<file path="src/rtl/agnus_blitter_pkg.sv">
// Shared definitions for the Agnus area-mode blitter channel sequencer.
package agnus_blitter_pkg;

  // Sequencer states
  typedef enum logic [1:0] {
    ST_IDLE    = 2'd0,
    ST_SLOT    = 2'd1,
    ST_FLUSH_D = 2'd2,
    ST_DONE    = 2'd3
  } state_e;

  // Pointer/modulo select codes seen by the address generator
  localparam logic [1:0] CHA = 2'b10;
  localparam logic [1:0] CHB = 2'b01;
  localparam logic [1:0] CHC = 2'b00;
  localparam logic [1:0] CHD = 2'b11;

  // One-hot channel strobes, ordered {A,B,C,D}
  localparam logic [3:0] STB_A = 4'b1000;
  localparam logic [3:0] STB_B = 4'b0100;
  localparam logic [3:0] STB_C = 4'b0010;
  localparam logic [3:0] STB_D = 4'b0001;

  // Consecutive granted slots before the sequencer gives one cycle back to the bus
  localparam int unsigned YIELD_AFTER = 3;

  // Map a channel select code to its one-hot strobe
  function automatic logic [3:0] chan_onehot(input logic [1:0] ch);
    case (ch)
      CHA:     return STB_A;
      CHB:     return STB_B;
      CHC:     return STB_C;
      default: return STB_D;
    endcase
  endfunction

endpackage

</file>
<file path="src/rtl/agnus_blitter_sizecnt.sv">
// Blit width/height counters: load at start, step once per finished word.
// A zero width or height loads as the full power-of-two size.
module agnus_blitter_sizecnt #(
  parameter int unsigned WBITS = 6,
  parameter int unsigned HBITS = 10
) (
  input  logic             clk,
  input  logic             reset_n,
  input  logic             en,
  input  logic             load,
  input  logic             step,
  input  logic [WBITS-1:0] width,
  input  logic [HBITS-1:0] height,
  output logic             lastcol,
  output logic             lastword
);

  localparam int unsigned CW = WBITS + 1;
  localparam int unsigned RW = HBITS + 1;

  logic [CW-1:0] col;
  logic [CW-1:0] col_reload;
  logic [RW-1:0] row;
  logic [CW-1:0] width_ld;
  logic [RW-1:0] height_ld;

  // Zero-size expansion of the programmed dimensions
  always_comb begin
    width_ld  = (width == '0)  ? (CW'(1) << WBITS) : CW'(width);
    height_ld = (height == '0) ? (RW'(1) << HBITS) : RW'(height);
  end

  // Column counts down within a row and reloads at row end
  always_ff @(posedge clk or negedge reset_n) begin
    if (!reset_n) begin
      col        <= '0;
      col_reload <= '0;
      row        <= '0;
    end else if (en) begin
      if (load) begin
        col        <= width_ld;
        col_reload <= width_ld;
        row        <= height_ld;
      end else if (step) begin
        if (col == CW'(1)) begin
          col <= col_reload;
          row <= row - RW'(1);
        end else begin
          col <= col - CW'(1);
        end
      end
    end
  end

  // Flags describing the word currently being accessed
  always_comb begin
    lastcol  = (col == CW'(1));
    lastword = lastcol && (row == RW'(1));
  end

endmodule

</file>
<file path="src/rtl/agnus_blitter_sequencer.sv">
// Area-mode blitter channel sequencer: walks the blit word by word, requesting one
// bus slot per enabled channel (A,B,C, then D of the previous word) and driving the
// pointer/modulo address generator on each granted slot.
// Optional feature macro: BLT_NASTY_EN adds the nasty input, which suppresses the
// bus yield that otherwise follows every three consecutive granted slots.
module agnus_blitter_sequencer
  import agnus_blitter_pkg::*;
#(
  parameter int unsigned WBITS = 6,
  parameter int unsigned HBITS = 10
) (
  input  logic             clk,
  input  logic             reset_n,
  input  logic             clk7_en,
  input  logic             start,
  input  logic [3:0]       use_abcd,
  input  logic             desc,
  input  logic [WBITS-1:0] bltwidth,
  input  logic [HBITS-1:0] bltheight,
  input  logic             bus_grant,
`ifdef BLT_NASTY_EN
  input  logic             nasty,
`endif
  output logic             bus_req,
  output logic [1:0]       ptrsel,
  output logic [1:0]       modsel,
  output logic             enaptr,
  output logic             incptr,
  output logic             decptr,
  output logic             addmod,
  output logic             submod,
  output logic [3:0]       chan_strobe,
  output logic             busy,
  output logic             done
);

  state_e     state;
  state_e     state_d;
  logic [3:0] use_q;
  logic       desc_q;
  logic       first;
  logic [3:0] served;
  logic       lastcol_d;
  logic [1:0] gcnt;

  logic [3:0] list;
  logic [3:0] pending;
  logic [1:0] chan;
  logic [3:0] stb;
  logic       lastcol;
  logic       lastword;
  logic       yield;
  logic       req;
  logic       fire;
  logic       word_end;
  logic       start_go;
  logic       lc;

  // Width/height counters
  agnus_blitter_sizecnt #(
    .WBITS (WBITS),
    .HBITS (HBITS)
  ) u_sizecnt (
    .clk      (clk),
    .reset_n  (reset_n),
    .en       (clk7_en),
    .load     (start_go),
    .step     (word_end),
    .width    (bltwidth),
    .height   (bltheight),
    .lastcol  (lastcol),
    .lastword (lastword)
  );

  // Slots still owed for the current word; D trails by one word so it is absent on the first
  always_comb begin
    list    = {use_q[3:1], use_q[0] & ~first};
    pending = '0;
    if (state == ST_SLOT) begin
      pending = list & ~served;
    end else if (state == ST_FLUSH_D) begin
      pending = STB_D;
    end
  end

  // Highest-priority pending channel, in A,B,C,D order
  always_comb begin
    chan = CHD;
    if (pending[3])      chan = CHA;
    else if (pending[2]) chan = CHB;
    else if (pending[1]) chan = CHC;
    stb = chan_onehot(chan);
  end

  // Give the bus back for one cycle after a burst of granted slots
`ifdef BLT_NASTY_EN
  assign yield = (gcnt == 2'(YIELD_AFTER)) && !nasty;
`else
  assign yield = (gcnt == 2'(YIELD_AFTER));
`endif

  // Slot handshake and word progress
  always_comb begin
    req      = (|pending) && !yield;
    fire     = req && bus_grant && clk7_en;
    start_go = (state == ST_IDLE) && start && clk7_en;
    word_end = (state == ST_SLOT) && clk7_en && !yield &&
               ((pending == '0) || (fire && ((pending & ~stb) == '0)));
    lc       = (chan == CHD) ? lastcol_d : lastcol;
  end

  // Address-generator controls are live only during a granted slot
  always_comb begin
    bus_req     = req;
    enaptr      = fire;
    ptrsel      = fire ? chan : 2'b00;
    modsel      = fire ? chan : 2'b00;
    incptr      = fire && !desc_q;
    decptr      = fire && desc_q;
    addmod      = fire && lc && !desc_q;
    submod      = fire && lc && desc_q;
    chan_strobe = fire ? stb : 4'b0000;
    busy        = (state != ST_IDLE);
    done        = (state == ST_DONE);
  end

  // State register
  always_ff @(posedge clk or negedge reset_n) begin
    if (!reset_n) begin
      state <= ST_IDLE;
    end else begin
      state <= state_d;
    end
  end

  // Next-state logic
  always_comb begin
    state_d = state;
    case (state)
      ST_IDLE: begin
        if (start_go) state_d = ST_SLOT;
      end
      ST_SLOT: begin
        if (word_end && lastword) state_d = use_q[0] ? ST_FLUSH_D : ST_DONE;
      end
      ST_FLUSH_D: begin
        if (fire) state_d = ST_DONE;
      end
      ST_DONE: begin
        if (clk7_en) state_d = ST_IDLE;
      end
      default: state_d = ST_IDLE;
    endcase
  end

  // Per-blit configuration, per-word slot bookkeeping and the yield counter
  always_ff @(posedge clk or negedge reset_n) begin
    if (!reset_n) begin
      use_q     <= '0;
      desc_q    <= 1'b0;
      first     <= 1'b0;
      served    <= '0;
      lastcol_d <= 1'b0;
      gcnt      <= '0;
    end else if (clk7_en) begin
      if (start_go) begin
        use_q     <= use_abcd;
        desc_q    <= desc;
        first     <= 1'b1;
        served    <= '0;
        lastcol_d <= 1'b0;
      end else if (word_end) begin
        served    <= '0;
        first     <= 1'b0;
        lastcol_d <= lastcol;
      end else if (fire) begin
        served    <= served | stb;
      end
      if (fire) begin
        gcnt <= (gcnt == 2'd3) ? 2'd3 : gcnt + 2'd1;
      end else begin
        gcnt <= 2'd0;
      end
    end
  end

endmodule
</file>
<file path="config.mk">
export PLATFORM = sky130hd
export DESIGN_NAME = agnus_blitter_sequencer
export DESIGN_NICKNAME = d
export VERILOG_FILES = /design/src/rtl/agnus_blitter_pkg.sv /design/src/rtl/agnus_blitter_sizecnt.sv /design/src/rtl/agnus_blitter_sequencer.sv
export SDC_FILE = /design/constraint.sdc
export NUM_CORES = 1
export LEC_CHECK = 0
export ABC_AREA = 1
export ABC_CLOCK_PERIOD_IN_PS = 2150
export CORE_ASPECT_RATIO = 1.2
export CORE_UTILIZATION = 63
export DETAILED_ROUTE_END_ITERATION = 6
export DONT_BUFFER_PORTS = 1
export PLACE_DENSITY = 0.82
export SETUP_SLACK_MARGIN = 0.05
export SYNTH_ARGS = -nofsm -noshare
export SYNTH_HDL_FRONTEND = slang
export SYNTH_SLANG_ARGS = --single-unit
</file>
<file path="constraint.sdc">
create_clock -name clk -period 2.15 [get_ports clk]
set_input_delay 0.43 -clock clk [delete_from_list [all_inputs] [get_ports clk]]
set_output_delay 0.43 -clock clk [all_outputs]
set_load 0.01 [all_outputs]
</file>
# After elaboration in Yosys (flattened, before gate mapping)
# Index checks and enable logic that the tools add are counted.
[op_classes] eq_ne=13 bitwise=7 n_addsub=3 muxes=32 reduce_logical=35
[ops] op="two-way mux 11 bit" n=4
[ops] op="two-way mux 7 bit" n=4
[ops] op="two-way mux 2 bit" n=10
[ops] op="two-way mux 4 bit" n=5
[ops] op="logical AND 1 bit" n=16
[ops] op="case mux 4 bit (3 select lines)" n=1
[ops] op="== test 11 x 1 -> 1 bit, second input constant" n=1
[ops] op="subtractor 11 x 1 -> 11 bit, second input constant" n=1
[ops] op="== test 2 bit, second input constant" n=5
[ops] op="logical NOT 10 bit" n=1
[ops] op="bitwise AND 4 bit" n=2
[ops] op="logical NOT 4 bit" n=2
[ops] op="inverter 4 bit" n=2
[ops] op="case mux 2 bit (4 select lines)" n=1
[ops] op="== test 7 x 1 -> 1 bit, second input constant" n=1
[ops] op="two-way mux 1 bit" n=7
[ops] op="subtractor 7 x 1 -> 7 bit, second input constant" n=1
[ops] op="logical NOT 6 bit" n=1
[ops] op="inequality test 2 bit, second input constant" n=3
[ops] op="AND reduction 2 bit" n=3
[ops] op="nonzero test 2 bit" n=3
[ops] op="== test 2 x 1 -> 1 bit, second input constant" n=2
[ops] op="logical NOT 2 bit" n=2
[ops] op="bitwise OR 4 bit" n=1
[ops] op="other kinds (10)" n=11
[word_totals] register_bits=40 out_inout_bits=16 in_bits=26

# Logic depth before layout (Yosys ltp)
[depth] ltp_word=18 ltp_mapped=15 ltp_nobuf=13

# By module
# From an unflattened synthesis, not the netlist that was laid out.
[hier_totals] hier_cells=377 hier_area_um2=2676.3
[by_module_without_submodules] module="agnus_blitter_sizecnt" cells_each=252 n_inst=1 seq_area_each_um2=625.6 area_per_inst_um2=1666.6
[by_module_without_submodules] module="agnus_blitter_sequencer" cells_each=125 n_inst=1 seq_area_each_um2=375.4 area_per_inst_um2=1009.7

# Least setup slack after synthesis
# No wires, ideal clock.
[synth_timing] kind="flip-flop to output port" start="register state[1]" end="output ptrsel[0]" path_stages_with_launch=12 slack_ps=-129 required_ps=1720 arrival_ps=1849 cell_sequence="dfrtp_1 > inv_1 > ha_1 > buf_6 > nand3_4 > nand2_2 > nor2_4 > nand2_4 > nand3_4 > buf_2 > nor3_1 > buf_4"
[synth_between] elab_chain_cells=8
[synth_lines] item="start: declaration" line_no="agnus_blitter_sequencer.sv:37" rtl="state_e state;"
[synth_lines] item="start signal: assignment" line_no="agnus_blitter_sequencer.sv:132" rtl="state <= state_d;"
[synth_lines] item="== test 2 bit" line_no="agnus_blitter_sequencer.sv:81" rtl="end else if (state == ST_FLUSH_D) begin"
[synth_lines] item="two-way mux 1 bit" line_no="agnus_blitter_sequencer.sv:81"
[synth_lines] item="two-way mux 4 bit (*)" line_no="agnus_blitter_sequencer.sv:79" rtl="if (state == ST_SLOT) begin"
[synth_lines] item="OR reduction 4 bit" line_no="agnus_blitter_sequencer.sv:104" rtl="req = (|pending) && !yield;"
[synth_lines] item="logical AND 1 bit" line_no="agnus_blitter_sequencer.sv:104"
[synth_lines] item="logical AND 1 bit (2 in series)" line_no="agnus_blitter_sequencer.sv:105" rtl="fire = req && bus_grant && clk7_en;"
[synth_lines] item="two-way mux 2 bit (*)"
[synth_lines] item="end: declaration" line_no="agnus_blitter_sequencer.sv:25" rtl="output logic [1:0] ptrsel,"
# Mark *: on every way between the ends. The rest lies on a longest branch, timed or not.

# Worst setup path in the final report
[layout_timing] start="register u_sizecnt.col[4]" end="output submod"
[layout_between] elab_chain_cells=4
[layout_lines] item="start: declaration" line_no="agnus_blitter_sizecnt.sv:21" rtl="logic [CW-1:0] col;"
[layout_lines] item="start signal: assignment" line_no="agnus_blitter_sizecnt.sv:41" rtl="col <= width_ld;"
[layout_lines] item="start signal: assignment" line_no="agnus_blitter_sizecnt.sv:46" rtl="col <= col_reload;"
[layout_lines] item="start signal: assignment" line_no="agnus_blitter_sizecnt.sv:49" rtl="col <= col - CW'(1);"
[layout_lines] item="== test 7 x 1 -> 1 bit" line_no="agnus_blitter_sizecnt.sv:57" rtl="lastcol = (col == CW'(1));"
[layout_lines] item="two-way mux 1 bit" line_no="agnus_blitter_sequencer.sv:109" rtl="lc = (chan == CHD) ? lastcol_d : lastcol;"
[layout_lines] item="logical AND 1 bit (2 in series)" line_no="agnus_blitter_sequencer.sv:121" rtl="submod = fire && lc && desc_q;"
[layout_lines] item="end: declaration" line_no="agnus_blitter_sequencer.sv:31" rtl="output logic submod,"
# No other way between the ends.

==> metrics.cfg <==
[run_status]
outcome = finished, violations left
violations = negative setup slack

[critical_path]
critPathRequiredTime_ns = 1.72
worstSetupEndpointType = primary output
critPathLaunchType = register
rr_worst_depth = 14
worstSetupPathType = reg -> out
critPathArrivalTime_ns = 1.96
path_max_fanout = 6

[synthesis]
synth_top_family_by_area = simple AND/OR/NAND/NOR gates
yosys.area.top_type = dfrtp_1
synthCells = 319
synth.mux.area_fraction_pct = 0.802
synth_cell_types = 32
synthTopCellsByCount = nand2_1 (88), dfrtp_1 (40), inv_1 (33), nor2_1 (24), nand3_1 (21)
seq_area_frac_synth_pct = 40.1
synth_simple_gate_area_share_pct = 29.3
netlist_area_mm2 = 0.00250
yosysTopAreaCellShare_pct = 40.1
ys.flop_type = dfrtp_1
avgSynthCellArea_um2 = 7.82
ys_ff_latch = 40
synth_fa_ha_area_share_pct = 4.51
synthArstFlopShare_pct = 100
synth_compound_area_share_pct = 13.4
synth_edf_count = 0
synth-xor-area-share_pct = 3.16
ys_warn_count = 0
yosys-top-cells-area = dfrtp_1 (40%), nand2_1 (13%), inv_1 (5.0%), ha_1 (4.5%), nand3_1 (4.2%)
syn_nets = 354
yosysMostFrequentCell = nand2_1

[cells_and_area]
num_antenna_cells = 0
fillers = 162
final_cells = 413
utilization_pct = 89.7
drive_gt1_share_pct = 34.1
syn_to_final_growth_pct = 33.8
nNetsFinal = 395
design_area_mm2 = 0.00334

[placement]
globalplace.congestion = 0.822
dp_cells = 372
place_area_mm2 = 0.00264
place_ws_ns = -0.0306
dpl.hpwl_um = 3730
port-buffer-count = 0

[timing]
setup_viol = 39
min_period_ns = 2.39
finalCritPeriodShare_pct = 111
worstMarginPinSlew_ns = 0.407
fin_tns_setup_ns = -4.29
maxSlewHeadroom_pct = 72.6
drv_slew = 0
final_hold_viol_count = 0
fmax_ghz = 0.419
setup_slack_ns = -0.239
timing.hold.ws_ns = 0.239
fin_skew_ns = 0.00402
rsz0062_at_grt = true

[job]
max_cap_viol_count = 0

[worst_hold_path]
whs_path_depth = 2
hold_class = in -> reg

[cts]
clk-insertion-delay-late_ns = 0.30
clockRootBuffer = clkbuf_8
cts_tree = done
path_clk_slew_ns = 0.08
cts.sinks = 40
clk_path_buf_depth = 2
h-tree-depth = 2
cts_buffers = 5

[drt]
vias = 2602
drt-initial-drc-count = 187
ant_nets = 0
drc = 0
wl_per_cell_um = 19.5
dr.pass1.iters = 6
routed_wl_um = 8070
avgViaCountPerCell = 6.30

[power]
p_per_area_mw_per_mm2 = 1590
p_sw_share_pct = 48.2
ir_drop_mv = 0.971
power.switching_mw = 2.55
totalPowerFinal_mw = 5.30
leakagePower_nw = 1.55
power_frac_clock_pct = 10.3
pwr-share-seq_pct = 26.2
power_frac_comb_pct = 63.5
p_int_mw = 2.75

[grt]
first_global_vias = 2381
grt_antenna_before_repair = 0
grt.overflow.total = 0
grt_usage_pct = 33.4
grt_max_degree = 41
grt_pass1_wl_um = 10600

[floorplan]
fp.dieW_um = 59.5
num_rows = 24
core_area_mm2 = 0.00372
initial_utilization_pct = 67.0
die_h_um = 71.0
ios = 42
dieArea_mm2 = 0.00422

sequential cells by signal, summed over array words and instances (netlist names):
signal                flops
desc_q                    1
first                     1
gcnt                      2
lastcol_d                 1
served                    4
state                     2
u_sizecnt.col             7
u_sizecnt.col_reload      7
u_sizecnt.row            11
use_q                     4
logic make-up after synthesis:
family / count (synthesis)
simple gates: 156
buf+inv: 49
fa+ha+maj: 9
xor+xnor: 9
flops: 40
mux: 2
compound gates: 54
power groups by stage:
stage | registers [mW] | logic, mW | clock network (mW)
floorplan | 1.26 | 1.77 | 0
global placement | 1.30 | 2.10 | 0
detailed placement | 1.32 | 2.17 | 0
CTS | 1.33 | 2.76 | 0.540
global route | 1.41 | 3.58 | 0.590
finish | 1.39 | 3.37 | 0.548
worst paths after layout:
path,startpoint,end,slack [ns]
worst max-delay path,u_sizecnt.col[4],submod,-0.24
worst min-delay path,use_abcd[2],use_q[2],0.24
worst max register to register,state[1],lastcol_d,-0.20
worst min register to register,u_sizecnt.col_reload[5],u_sizecnt.col_reload[5],0.48
max in group asynchronous,reset_n,state[0],1.33
min in group asynchronous,reset_n,served[2],0.60
placed cells by master (no fill, tap or decap), drive strengths merged:
cell type / n
a22oi: 1
buf: 42
o221ai: 5
a21oi: 12
dfrtp: 40
clkinvlp: 2
nand2: 96
mux2i: 2
nor2: 26
or2: 1
inv: 35
o21ai: 32
nand3: 26
dlygate4sd3: 1
xor2: 6
ha: 9
o31ai: 3
clkbuf: 7
xnor2: 3
nor3: 7
nand4: 1
nor4: 3
o21bai: 1
cell type report:
type / count / area, µm² / area share [%]
tap: 52 / 65.1 / 1.95
sequential: 40 / 1000 / 30.0
multi-input combinational: 234 / 1580 / 47.3
clock buffer: 6 / 82.6 / 2.47
timing repair buffer: 44 / 457 / 13.7
inverter: 35 / 139 / 4.16
clock inverter: 2 / 15.0 / 0.450
routing by layer:
| metal | wire length, µm | GRT usage, % | up-vias |
|---|---|---|---|
| li1 | - | - | 1118 |
| met1 | 3060 | 39.7 | 1256 |
| met2 | 4090 | 55.4 | 186 |
| met3 | 581 | 7.50 | 42 |
| met4 | 337 | 17.5 | 0 |
| met5 | 0 | 0 | - |
critical path, cell delays in order (launching register included):
cell,delay [ns]
dfrtp_1,0.43
inv_1,0.13
nand3_1,0.09
nor2_1,0.18
nand3_2,0.20
nand2_1,0.13
o21ai_1,0.13
nor3_1,0.20
buf_4,0.16
timing repair:
action / 4_1_cts / 5_1_grt
cloned: 4 / 2
pin swaps: 4 / 8
hold buffers: 2 / 0
buffers inserted: 19 / 8
hold endpoints to repair: 40 / 0
resized for setup: 31 / 42
setup endpoints to repair: 28 / 40
Power figures use the tool's default switching activity.
